--- src/rtl/band_energy_window.sv ---
`default_nettype none
// ============================================================================
//  Module      : band_energy_window
//  Description : Mean-square (band power) feature extractor. Squares each
//                signed 8-bit filtered sample, sums WINDOW squares and emits
//                (sum >> log2(WINDOW)), saturated to OUT_W, through a
//                one-entry output slot with a valid/ready handshake.
//
//  Ports
//    clk        in   1        rising-edge clock
//    reset_n    in   1        asynchronous active-low reset
//    i_data     in   8        signed filtered sample
//    i_valid    in   1        sample strobe (no backpressure)
//    i_clear    in   1        synchronous abort of the current window
//    o_data     out  OUT_W    unsigned mean-square of last completed window
//    o_valid    out  1        o_data holds an unconsumed result
//    i_ready    in   1        consumer takes o_data when o_valid & i_ready
//    o_overrun  out  1        one-cycle pulse: unconsumed result overwritten
//    o_fill     out  clog2(WINDOW)  squares accumulated in current window
//
//  Revision    : 1.0  initial release
// ============================================================================
module band_energy_window #(
    parameter int WINDOW = 64,
    parameter int ACC_W  = 24,
    parameter int OUT_W  = 16
) (
    input  logic                       clk,
    input  logic                       reset_n,
    input  logic [7:0]                 i_data,
    input  logic                       i_valid,
    input  logic                       i_clear,
    output logic [OUT_W-1:0]           o_data,
    output logic                       o_valid,
    input  logic                       i_ready,
    output logic                       o_overrun,
    output logic [$clog2(WINDOW)-1:0]  o_fill
);

    localparam int                    c_LOG2   = $clog2(WINDOW);
    localparam int                    c_FILL_W = $clog2(WINDOW);
    localparam logic [c_FILL_W-1:0]   c_LAST   = c_FILL_W'(WINDOW - 1);

    generate
        if (ACC_W < 15 + $clog2(WINDOW)) begin : g_acc_w_check
            $error("band_energy_window: ACC_W too small for WINDOW");
        end
        if ((WINDOW < 2) || ((WINDOW & (WINDOW - 1)) != 0)) begin : g_window_check
            $error("band_energy_window: WINDOW must be a power of two >= 2");
        end
    endgenerate

    typedef enum logic [0:0] {
        S_EMPTY = 1'b0,
        S_FULL  = 1'b1
    } state_t;

    // ------------------------------------------------------------------------
    // Stage 1: square
    // ------------------------------------------------------------------------
    logic signed [15:0]  w_prod;
    logic [15:0]         r_sq;
    logic                r_sq_v;

    // Signed 8x8 product evaluated at 16 bits is exact; it is never negative,
    // so it is reinterpreted as unsigned (max 16384 at -128).
    assign w_prod = $signed(i_data) * $signed(i_data);

    always_ff @(posedge clk or negedge reset_n) begin
        if (!reset_n) begin
            r_sq   <= '0;
            r_sq_v <= 1'b0;
        end else if (i_clear) begin
            r_sq_v <= 1'b0;
        end else begin
            r_sq_v <= i_valid;
            if (i_valid) begin
                r_sq <= unsigned'(w_prod);
            end
        end
    end

    // ------------------------------------------------------------------------
    // Stage 2: accumulate
    // ------------------------------------------------------------------------
    logic [ACC_W-1:0]    r_acc;
    logic [ACC_W-1:0]    w_total;
    logic [ACC_W-1:0]    w_shifted;
    logic [c_FILL_W-1:0] r_fill;
    logic                w_last;
    logic                w_done;
    logic [OUT_W-1:0]    w_result;

    assign w_total   = r_acc + ACC_W'(r_sq);
    assign w_shifted = w_total >> c_LOG2;
    assign w_last    = (r_fill == c_LAST);
    // A clear in the completing cycle cancels the completion.
    assign w_done    = r_sq_v & w_last & ~i_clear;

    generate
        if (ACC_W > OUT_W) begin : g_sat
            assign w_result = (|w_shifted[ACC_W-1:OUT_W]) ? {OUT_W{1'b1}}
                                                          : w_shifted[OUT_W-1:0];
        end else begin : g_nosat
            assign w_result = OUT_W'(w_shifted);
        end
    endgenerate

    always_ff @(posedge clk or negedge reset_n) begin
        if (!reset_n) begin
            r_acc  <= '0;
            r_fill <= '0;
        end else if (i_clear) begin
            r_acc  <= '0;
            r_fill <= '0;
        end else if (r_sq_v) begin
            if (w_last) begin
                // Window closes here; the next square starts a fresh window.
                r_acc  <= '0;
                r_fill <= '0;
            end else begin
                r_acc  <= w_total;
                r_fill <= r_fill + c_FILL_W'(1);
            end
        end
    end

    // ------------------------------------------------------------------------
    // Output slot FSM
    // ------------------------------------------------------------------------
    state_t              r_state;
    state_t              w_state_next;
    logic [OUT_W-1:0]    r_data;
    logic [OUT_W-1:0]    w_data_next;
    logic                r_overrun;
    logic                w_overrun_next;

    always_ff @(posedge clk or negedge reset_n) begin
        if (!reset_n) begin
            r_state   <= S_EMPTY;
            r_data    <= '0;
            r_overrun <= 1'b0;
        end else begin
            r_state   <= w_state_next;
            r_data    <= w_data_next;
            r_overrun <= w_overrun_next;
        end
    end

    always_comb begin
        w_state_next   = r_state;
        w_data_next    = r_data;
        w_overrun_next = 1'b0;
        case (r_state)
            S_EMPTY: begin
                if (w_done) begin
                    w_state_next = S_FULL;
                    w_data_next  = w_result;
                end
            end
            S_FULL: begin
                if (w_done) begin
                    // Either the old value is consumed this cycle or it is
                    // lost; both leave the slot full with the new result.
                    w_data_next    = w_result;
                    w_overrun_next = ~i_ready;
                end else if (i_ready) begin
                    w_state_next = S_EMPTY;
                end
            end
            default: begin
                w_state_next = S_EMPTY;
            end
        endcase
    end

    assign o_data    = r_data;
    assign o_valid   = (r_state == S_FULL);
    assign o_overrun = r_overrun;
    assign o_fill    = r_fill;

endmodule
`default_nettype wire

--- config.mk ---
export PLATFORM = sky130hd
export DESIGN_NAME = band_energy_window
export DESIGN_NICKNAME = d
export VERILOG_FILES = /design/src/rtl/band_energy_window.sv
export SDC_FILE = /design/constraint.sdc
export NUM_CORES = 1
export LEC_CHECK = 0
export ABC_AREA = 1
export BUFFER_PORTS_ARGS = -buffer_cell sky130_fd_sc_hd__buf_4
export CAP_MARGIN = 5
export CORE_MARGIN = 2
export CORE_UTILIZATION = 50
export CTS_CLUSTER_DIAMETER = 120
export DETAILED_ROUTE_END_ITERATION = 8
export GPL_TIMING_DRIVEN = 0
export PLACE_DENSITY = 0.66
export RECOVER_POWER = 100
export SLEW_MARGIN = 0
export SYNTH_ARGS = -nofsm -noshare
export SYNTH_HDL_FRONTEND = slang
export SYNTH_SLANG_ARGS = --single-unit
--- constraint.sdc ---
create_clock -name clk -period 2.95 [get_ports clk]
set_input_delay 0.885 -clock clk [delete_from_list [all_inputs] [get_ports clk]]
set_output_delay 0.885 -clock clk [all_outputs]
set_load 0.05 [all_outputs]
# Word-level counts from Yosys, hierarchy flattened
# Index checks and enable logic that the tools add are counted.
[classes] n_addsub=2 n_mul=1 eq_ne=1 muxes=15 bitwise_logic=5 n_reduce_logical=3
[op_table] op="two-way mux 24 bit" count=3
[op_table] op="two-way mux 16 bit" count=2
[op_table] op="adder 24 x 16 -> 24 bit" count=1
[op_table] op="two-way mux 6 bit" count=3
[op_table] op="multiplier 8 x 8 -> 16 bit" count=1
[op_table] op="adder 6 x 1 -> 6 bit (second input constant)" count=1
[op_table] op="equality test 6 bit (second input constant)" count=1
[op_table] op="two-way mux 1 bit" count=6
[op_table] op="NOT 1 bit" count=3
[op_table] op="bitwise AND 1 bit" count=2
[op_table] op="one-hot mux 1 bit (2 select lines)" count=1
[op_table] op="AND reduction 2 bit" count=1
[op_table] op="nonzero test 2 bit" count=1
[op_table] op="OR reduction 2 bit" count=1
[totals] register_bits=65 output_inout_bits=24 word_cells=34

# Depth between registers and ports, before layout
# Gate-level depths: netlist (run 1).
[logic_depth] word_depth=5 mapped_depth=20

# Least setup slack after synthesis (run 1)
# OpenSTA, ideal clock, no wires.
[synth_timing] path_type="input-to-reg" from="input i_data[7]" to="register r_sq[15]" setup_time_ns=0.117 t_arrival_ns=4.666 required_time_ns=2.833 path_slack_ns=-1.834 path_stages=17 path_cell_list="clkbuf_1 > inv_1 > nor2_1 > fa_1 > fa_1 > fa_1 > inv_1 > fa_1 > inv_1 > ha_1 > nand2_1 > or2_2 > nand3_1 > a21oi_1 > xor2_1 > nand2_1 > nand2_1"
[synth_between] elab_chain_len=1
[synth_rtl] item="start: declaration" line="30" text="input logic [7:0] i_data,"
[synth_rtl] item="multiplier 8 x 8 -> 16 bit" line="67" text="assign w_prod = $signed(i_data) * $signed(i_data);"
[synth_rtl] item="end signal: assignment" line="78" text="r_sq <= unsigned'(w_prod);"
[synth_rtl] item="end: declaration" line="62" text="logic [15:0] r_sq;"
# No other way between the ends.
# A chain may end at the register's enable or synchronous reset.

# Worst setup path after layout (run 1)
[layout_timing] from="input i_data[3]" to="register r_sq[14]"
# Same word-level chain as after synthesis.

==> results of run 1 <==
worst reg2reg max path, stage by stage (launching register included):
cell and delay (ps):
dfrtp_1 420, ha_1 380, nand2_1 110, nor2_1 160
nand2_1 70, nand3_1 190, nand2_1 110, nand3_1 90
nand2_1 50, nand2_1 180, clkbuf_1 400, nand3_1 150
nand2_1 90, inv_1 40
metal layers:
metal | up-vias | global-route usage, % | part of all wire (%)
li1 | 2679 | - | -
met1 | 2511 | 27.9 | 42
met2 | 85 | 43.1 | 52
met3 | 33 | 2.74 | 2.4
met4 | 0 | 10.8 | 3.4
met5 | - | 0 | 0
worst min path at each step:
stage	startpoint	end	slack, ps
floorplan	r_sq[6]$_DFFE_PN0P_	r_sq[6]$_DFFE_PN0P_	450
global placement	o_data[15]$_DFFE_PN0P_	o_data[15]$_DFFE_PN0P_	470
detailed placement	o_data[15]$_DFFE_PN0P_	o_data[15]$_DFFE_PN0P_	470
CTS	o_data[15]$_DFFE_PN0P_	o_data[15]$_DFFE_PN0P_	480
global route	o_data[15]$_DFFE_PN0P_	o_data[15]$_DFFE_PN0P_	500
finish	o_data[15]$_DFFE_PN0P_	o_data[15]$_DFFE_PN0P_	470
synth_stat cells:
library cell,count
nor3_1,7
buf_2,1
fa_1,45
nor2_1,59
xor2_1,18
nand2_1,227
a21oi_1,21
mux2i_1,1
xnor2_1,10
nand2_4,1
dfrtp_1,64
nor2_4,1
a32o_1,2
a31oi_1,1
nand3_1,46
nand3_2,2
nand2_2,5
nand4_1,8
clkbuf_1,15
a211oi_1,1
a22o_1,14
inv_2,2
or2_2,20
nor2_2,4
clkinv_1,1
o21bai_1,4
buf_4,1
inv_1,184
o21ai_0,19
o22ai_1,4
ha_1,45
buf_6,2
nand3b_1,2
cell families (layout without fill, tap and decap cells):
logic type               after synthesis  count (layout)  synth area share [%]
AND/OR/NAND/NOR                      382             382                  26.5
buffers and inverters                206             275                  12.9
adder cells (fa/ha/maj)               90              90                  23.8
AO/OA/AOI/OAI                         66              66                  6.69
flip-flops                            64              64                  26.0
XOR/XNOR                              28              28                  3.99
multiplexers                           1               1                 0.163
through the flow:
step                setup slack [ps]  setup TNS [ps]  utilization (%)
floorplan                      -1370          -11370                -
global placement               -1680          -14320             58.0
detailed placement             -1760          -15040             58.0
CTS                            -1300          -10850             63.1
global route                   -1450          -12330             62.9
finish                         -1300          -11110             62.9
registers in the layout, summed over array words and instances, names as in the netlist:
name       flops
o_data        16
o_overrun      1
r_acc         24
r_sq_v         1
r_sq          15
o_fill         6
o_valid        1
report_power, final:
group / switching (mW) / internal [mW]
Combinational: 2.01 / 1.62
Clock: 0.369 / 0.667
Sequential: 0.0842 / 0.998
layout make-up:
| class | instances | area (sq um) | area share [%] |
|---|---|---|---|
| flip-flops and latches | 64 | 1600 | 21.2 |
| well taps | 147 | 184 | 2.43 |
| clock buffers | 11 | 243 | 3.21 |
| multi-input cells | 567 | 4150 | 55.0 |
| repair buffers | 54 | 362 | 4.79 |
| plain buffers | 19 | 249 | 3.30 |
| inverters | 187 | 719 | 9.52 |
| clock inverters | 4 | 45.0 | 0.596 |
repair_timing:
action | CTS | global route
pin swaps | 41 | 31
buffers inserted | 16 | 6
gates resized for setup | 54 | 19
setup endpoints to repair | 11 | 11
==> impl_metrics.prom, run 1 <==
# TYPE chip_impl_metric gauge
chip_impl_info{name="outcome",value="complete, but fails checks"} 1
chip_impl_info{name="violations",value="max-capacitance violations, max-slew violations, negative setup slack"} 1
chip_impl_metric{name="leakage",unit="nW"} 4.14
chip_impl_metric{name="floorplan.io_pins",unit=""} 37
chip_impl_metric{name="layout_setup_ws",unit="ps"} -1300
chip_impl_metric{name="crit_fanout",unit=""} 5
chip_impl_metric{name="filler_cell_count",unit=""} 1077
chip_impl_metric{name="cts.hold.buffers_added",unit=""} 0
chip_impl_metric{name="route.detailed.wl_per_inst",unit="um"} 14.0
chip_impl_info{name="most-common-layout-cells",value="205 x nand2_1, 157 x inv_1, 64 x dfrtp_1"} 1
chip_impl_metric{name="clkSinkCount",unit=""} 64
chip_impl_metric{name="number_of_warnings_reported_in_the_yosys_synthesis_log",unit=""} 0
chip_impl_metric{name="die_width",unit="um"} 115
chip_impl_metric{name="detail_route.first_pass.iterations",unit=""} 4
chip_impl_metric{name="postPlaceCellArea",unit="sq um"} 6970
chip_impl_metric{name="chipHeight",unit="um"} 115
chip_impl_metric{name="rows",unit=""} 40
chip_impl_metric{name="n_antenna_cell",unit=""} 0
chip_impl_metric{name="cts-buffers-inserted",unit=""} 9
chip_impl_metric{name="synthesis.area_per_instance",unit="sq um"} 7.35
chip_impl_metric{name="start_util",unit="%"} 51.2
chip_impl_metric{name="post_layout_nonfiller_instances",unit=""} 1053
chip_impl_metric{name="ant_nets",unit=""} 0
chip_impl_metric{name="worst_hold_path.num_cells",unit=""} 2
chip_impl_metric{name="worst_slew_pin_slew",unit="ps"} 1590
chip_impl_metric{name="skew",unit="ps"} 6.92
chip_impl_metric{name="areaGrowthSynthToFinish",unit="%"} 22.8
chip_impl_metric{name="regToRegSetupSlack",unit="ps"} 420
chip_impl_metric{name="gp_congestion",unit=""} 0.956
chip_impl_metric{name="drt-total-wl",unit="mm"} 14.7
chip_impl_metric{name="dpl.hpwl",unit="mm"} 11.6
chip_impl_info{name="worstPathCellList",value="buf_6 -> clkbuf_16 -> nand2_4 -> inv_2 -> fa_2 -> inv_2 -> fa_1 -> inv_1 -> fa_1 -> inv_1 -> fa_1 -> inv_2 -> ha_4 -> nand2_4 -> nor3_4 -> nand3_2 -> nand4_1 -> buf_4 -> nand2_1 -> a31oi_1"} 1
chip_impl_info{name="critical_path_class",value="in -> reg"} 1
chip_impl_metric{name="synthesis.instances",unit=""} 837
chip_impl_metric{name="synth.ff_latch_count",unit=""} 64
chip_impl_metric{name="drt-initial-drc-count",unit=""} 267
chip_impl_metric{name="p_per_area",unit="nW/um^2"} 762
chip_impl_metric{name="clock_tree.buffer_depth",unit=""} 2
chip_impl_metric{name="path_depth",unit=""} 20
chip_impl_metric{name="dpl.cell_count",unit=""} 1016
chip_impl_metric{name="relSlewSlack",unit="%"} -6.27
chip_impl_info{name="synth.area.top_cells",value="dfrtp_1 26%, fa_1 15%, nand2_1 14%"} 1
chip_impl_metric{name="synth.top_cell.area_share",unit="%"} 26.0
chip_impl_metric{name="maxCapViolCount",unit=""} 1
chip_impl_metric{name="netlist_area",unit="sq um"} 6150
chip_impl_metric{name="syn_nets",unit=""} 940
chip_impl_metric{name="timing.final.setup_violations",unit=""} 11
chip_impl_metric{name="timing.critical_path.arrival",unit="ps"} 4490
chip_impl_info{name="cts_root_buf",value="clkbuf_16"} 1
chip_impl_info{name="grt_setup_unrepaired",value="true"} 1
chip_impl_info{name="worst_setup_endpoint",value="r_sq[14]$_DFFE_PN0P_"} 1
chip_impl_info{name="critical-path-slowest-cell",value="fa_2"} 1
chip_impl_metric{name="fin_crit",unit="ps"} 4250
chip_impl_info{name="worst_setup_path_start_kind",value="input pin"} 1
chip_impl_metric{name="final-max-slew-violation-count",unit=""} 65
chip_impl_metric{name="timing.final.hold_violations",unit=""} 0
chip_impl_metric{name="via_per_inst",unit=""} 5.04
chip_impl_metric{name="grt.overflow.total",unit=""} 0
chip_impl_metric{name="overall_power",unit="mW"} 5.76
chip_impl_info{name="tritoncts_clock_tree",value="built"} 1
chip_impl_metric{name="final_cell_area",unit="sq um"} 7560
chip_impl_metric{name="final_net_count",unit=""} 1005
chip_impl_metric{name="grt_first_pass_wirelength",unit="mm"} 24.8
chip_impl_metric{name="grt_util_all_layers",unit="%"} 23.7
chip_impl_metric{name="worst_skew_pair.late_latency",unit="ps"} 330
chip_impl_metric{name="number_of_port_buffers",unit=""} 32
chip_impl_info{name="r2r_start",value="r_sq[4]$_DFFE_PN0P_"} 1
chip_impl_metric{name="post-route-period-util",unit="%"} 144
chip_impl_metric{name="vias_in_the_first_global_route",unit=""} 5447
chip_impl_metric{name="crit_buf_inv",unit=""} 8
chip_impl_info{name="worst_setup_path_end_kind",value="register"} 1
chip_impl_metric{name="timing.critical_path.slowest_cell_delay",unit="ps"} 550
chip_impl_metric{name="core-area",unit="sq um"} 12000
chip_impl_info{name="cp_top_family",value="adder cells"} 1
chip_impl_metric{name="final_layout_size_suffix_gt1_share",unit="%"} 19.3
chip_impl_metric{name="clock_tree.htree_level_count",unit=""} 3
chip_impl_metric{name="vdd_drop_max",unit="V"} 0.000390
chip_impl_metric{name="routed-via-count",unit=""} 5308
chip_impl_info{name="type_of_the_most_critical_hold_path",value="reg -> reg"} 1
chip_impl_metric{name="initial_antenna_violation_count",unit=""} 0
chip_impl_info{name="synth_top_area_cell",value="dfrtp_1"} 1
chip_impl_metric{name="die_outline_area",unit="sq um"} 13200
chip_impl_info{name="timing.critical_path.from",value="i_data[3]"} 1
chip_impl_metric{name="fmax",unit="MHz"} 235
chip_impl_metric{name="yosys.cell_types.count",unit=""} 33
chip_impl_info{name="r2r-end",value="o_data[7]$_DFFE_PN0P_"} 1
chip_impl_metric{name="pin_count_of_the_biggest_net_entering_global_routing",unit=""} 65
chip_impl_metric{name="crit_required",unit="ps"} 3200
chip_impl_info{name="most_common_library_cell_in_the_layout_ignoring_fill_and_taps",value="nand2_1"} 1
chip_impl_metric{name="r2r_cells",unit=""} 13
chip_impl_metric{name="clkSlewWorstSetupHoldPaths",unit="ps"} 50
chip_impl_metric{name="synth_sequential_area_ratio",unit="%"} 26.0
chip_impl_metric{name="fin_worst_hold_slack",unit="ps"} 475
chip_impl_metric{name="drc_errors",unit=""} 0
Power figures use the tool's default switching activity.
==> run 2: changes to the inputs <==
- SETUP_SLACK_MARGIN: not set -> 0.5
==> run 2 against run 1 <==
  * The run still ends with max-capacitance violations, max-slew violations, negative setup slack left
  * Sequential share of layout area decreased by 0.34 points
  * Cell count rose by 0.28%
  * Hold slack better by 10 ps
  * Design area increased by 1.6%
  * Critical path type unchanged
  * Largest cell class unchanged
==> impl_metrics.prom, run 2 (synthesis gave the netlist of run 1 again) <==
# TYPE chip_impl_metric gauge
chip_impl_metric{name="timing.critical_path.arrival",unit="ps"} 4440
chip_impl_metric{name="post-route-period-util",unit="%"} 142
chip_impl_metric{name="maxCapViolCount",unit=""} 1
chip_impl_metric{name="die_width",unit="um"} 115
chip_impl_metric{name="rows",unit=""} 40
chip_impl_metric{name="areaGrowthSynthToFinish",unit="%"} 24.8
chip_impl_metric{name="path_depth",unit=""} 19
chip_impl_metric{name="regToRegSetupSlack",unit="ps"} 420
chip_impl_info{name="critical-path-slowest-cell",value="fa_2"} 1
chip_impl_metric{name="die_outline_area",unit="sq um"} 13200
chip_impl_metric{name="cts-buffers-inserted",unit=""} 9
chip_impl_metric{name="crit_fanout",unit=""} 5
chip_impl_metric{name="number_of_port_buffers",unit=""} 32
chip_impl_info{name="cp_top_family",value="adder cells"} 1
chip_impl_metric{name="timing.critical_path.slowest_cell_delay",unit="ps"} 570
chip_impl_info{name="worst_setup_path_end_kind",value="register"} 1
chip_impl_metric{name="crit_buf_inv",unit=""} 7
chip_impl_metric{name="final_layout_size_suffix_gt1_share",unit="%"} 20.0
chip_impl_info{name="biggest_register",value="r_acc"} 1
chip_impl_metric{name="clkSinkCount",unit=""} 64
chip_impl_metric{name="pin_count_of_the_biggest_net_entering_global_routing",unit=""} 65
chip_impl_metric{name="start_util",unit="%"} 51.2
chip_impl_info{name="r2r-end",value="o_data[14]$_DFFE_PN0P_"} 1
chip_impl_info{name="critical_path_class",value="in -> reg"} 1
chip_impl_metric{name="detail_route.first_pass.iterations",unit=""} 5
chip_impl_metric{name="drt-total-wl",unit="mm"} 14.9
chip_impl_info{name="grt_setup_unrepaired",value="true"} 1
chip_impl_metric{name="n_antenna_cell",unit=""} 0
chip_impl_metric{name="via_per_inst",unit=""} 5.02
chip_impl_metric{name="final_net_count",unit=""} 1007
chip_impl_metric{name="cts.hold.buffers_added",unit=""} 0
chip_impl_info{name="cts_root_buf",value="clkbuf_16"} 1
chip_impl_info{name="timing.critical_path.from",value="i_data[4]"} 1
chip_impl_metric{name="crit_required",unit="ps"} 3200
chip_impl_info{name="outcome",value="complete, but fails checks"} 1
chip_impl_metric{name="relSlewSlack",unit="%"} -6.44
chip_impl_metric{name="sequential_cell_area",unit="sq um"} 1600
chip_impl_metric{name="vias_in_the_first_global_route",unit=""} 5402
chip_impl_metric{name="largest_register_ffs",unit=""} 24
chip_impl_metric{name="initial_antenna_violation_count",unit=""} 0
chip_impl_metric{name="core-area",unit="sq um"} 12000
chip_impl_metric{name="floorplan.io_pins",unit=""} 37
chip_impl_metric{name="timing.final.hold_violations",unit=""} 0
chip_impl_metric{name="preCtsSetupSlack",unit="ps"} -1760
chip_impl_metric{name="filler_cell_count",unit=""} 1024
chip_impl_info{name="worst_setup_endpoint",value="r_sq[14]$_DFFE_PN0P_"} 1
chip_impl_metric{name="clock_tree.htree_level_count",unit=""} 3
chip_impl_metric{name="overall_power",unit="mW"} 6.01
chip_impl_metric{name="final-max-slew-violation-count",unit=""} 65
chip_impl_info{name="worstPathCellList",value="buf_8 -> clkbuf_16 -> nand2_4 -> inv_2 -> fa_2 -> inv_2 -> fa_1 -> inv_1 -> fa_1 -> inv_1 -> fa_1 -> inv_2 -> ha_4 -> nand2_4 -> nor3_4 -> o21ai_1 -> nand4_1 -> or2_4 -> a31oi_1"} 1
chip_impl_metric{name="grt_first_pass_wirelength",unit="mm"} 24.8
chip_impl_metric{name="worst_skew_pair.late_latency",unit="ps"} 340
chip_impl_metric{name="grt.overflow.total",unit=""} 0
chip_impl_info{name="most-common-layout-cells",value="205 x nand2_1, 159 x inv_1, 64 x dfrtp_1"} 1
chip_impl_metric{name="route.detailed.wl_per_inst",unit="um"} 14.1
chip_impl_metric{name="routed-via-count",unit=""} 5304
chip_impl_info{name="type_of_the_most_critical_hold_path",value="reg -> reg"} 1
chip_impl_metric{name="dpl.hpwl",unit="mm"} 11.5
chip_impl_metric{name="grt_util_all_layers",unit="%"} 23.8
chip_impl_info{name="r2r_start",value="r_sq[5]$_DFFE_PN0P_"} 1
chip_impl_metric{name="area_of_the_multi_input_gates",unit="sq um"} 4250
chip_impl_metric{name="gp_congestion",unit=""} 0.959
chip_impl_metric{name="clock_tree.buffer_depth",unit=""} 2
chip_impl_metric{name="drc_errors",unit=""} 0
chip_impl_metric{name="fin_worst_hold_slack",unit="ps"} 485
chip_impl_metric{name="leakage",unit="nW"} 4.17
chip_impl_metric{name="r2r_cells",unit=""} 13
chip_impl_metric{name="worst_slew_pin_slew",unit="ps"} 1600
chip_impl_metric{name="fin_crit",unit="ps"} 4190
chip_impl_metric{name="layout_setup_ws",unit="ps"} -1240
chip_impl_metric{name="vdd_drop_max",unit="V"} 0.000426
chip_impl_metric{name="ant_nets",unit=""} 0
chip_impl_metric{name="drt-initial-drc-count",unit=""} 325
chip_impl_metric{name="chipHeight",unit="um"} 115
chip_impl_metric{name="timing.final.setup_violations",unit=""} 11
chip_impl_info{name="most_common_library_cell_in_the_layout_ignoring_fill_and_taps",value="nand2_1"} 1
chip_impl_metric{name="fmax",unit="MHz"} 239
chip_impl_info{name="violations",value="max-capacitance violations, max-slew violations, negative setup slack"} 1
chip_impl_metric{name="clkSlewWorstSetupHoldPaths",unit="ps"} 50
chip_impl_info{name="worst_setup_path_start_kind",value="input pin"} 1
chip_impl_info{name="tritoncts_clock_tree",value="built"} 1
chip_impl_metric{name="p_per_area",unit="nW/um^2"} 782
chip_impl_metric{name="skew",unit="ps"} 7.04
run 2: changes by cell type in the layout (fill, tap and decap cells not counted), sizes merged:
cell      previous run  this run
clkbuf              55        59
inv                186       185
buf                 29        30
clkinv               4         2
clkinvlp             0         1
run 2: timing repair:
action                     CTS  global route
pin swaps                   50            31
setup buffers               21             3
setup endpoints to repair   11            12
gates resized for setup     59            28
run 2: final cells by class:
cell class	count	area share, %
multi-input combinational	567	55.3
sequential	64	20.9
inverter	187	9.40
timing repair buffer	56	4.95
clock buffer	14	3.44
buffer	19	3.15
tap	147	2.40
clock inverter	2	0.489
run 2: worst min-delay path by stage:
stage                            from                     end  depth (start not counted)  slack (ps)
2_1_floorplan     r_sq[6]$_DFFE_PN0P_     r_sq[6]$_DFFE_PN0P_                          2         450
3_3_place_gp   o_data[14]$_DFFE_PN0P_  o_data[14]$_DFFE_PN0P_                          2         470
3_5_place_dp   o_data[15]$_DFFE_PN0P_  o_data[15]$_DFFE_PN0P_                          2         480
4_1_cts        o_data[15]$_DFFE_PN0P_  o_data[15]$_DFFE_PN0P_                          2         500
5_1_grt        o_data[15]$_DFFE_PN0P_  o_data[15]$_DFFE_PN0P_                          2         520
6_report       o_data[15]$_DFFE_PN0P_  o_data[15]$_DFFE_PN0P_                          2         490
run 2: stage by stage:
stage	utilization [%]	std cells	TNS (ps)	instance area, sq um
after floorplan	-	837	-11370	6550
after global placement	58.0	1016	-14320	6970
after detailed placement	58.0	1016	-14800	6970
after CTS	63.7	1053	-10170	7650
after global routing	63.9	1056	-12030	7680
final	63.9	1056	-10680	7680
run 2: worst reg2reg max path, stage by stage (launching register included):
cell and delay, ps:
dfrtp_1 400, ha_1 370, nand2_1 110, nor2_1 170, nand2_1 70, nand3_1 190
nand2_1 120, nand3_1 90, nand2_1 50, nand2_1 160, clkbuf_1 390, nand3_1 130
nand2_1 90, nand2_1 70
run 2: report_power, final:
group	internal, mW	total (mW)	switching (mW)
Clock	0.700	1.08	0.376
Combinational	1.74	3.85	2.11
Sequential	0.998	1.08	0.0821
run 2: routing by layer:
metal  track usage [%]  vias up  wire length, um
met5                 0        -                0
met4              10.8        0              481
met3              3.16       34              389
met2              43.3       95             7710
met1              27.9     2494             6290
li1                  -     2681                -
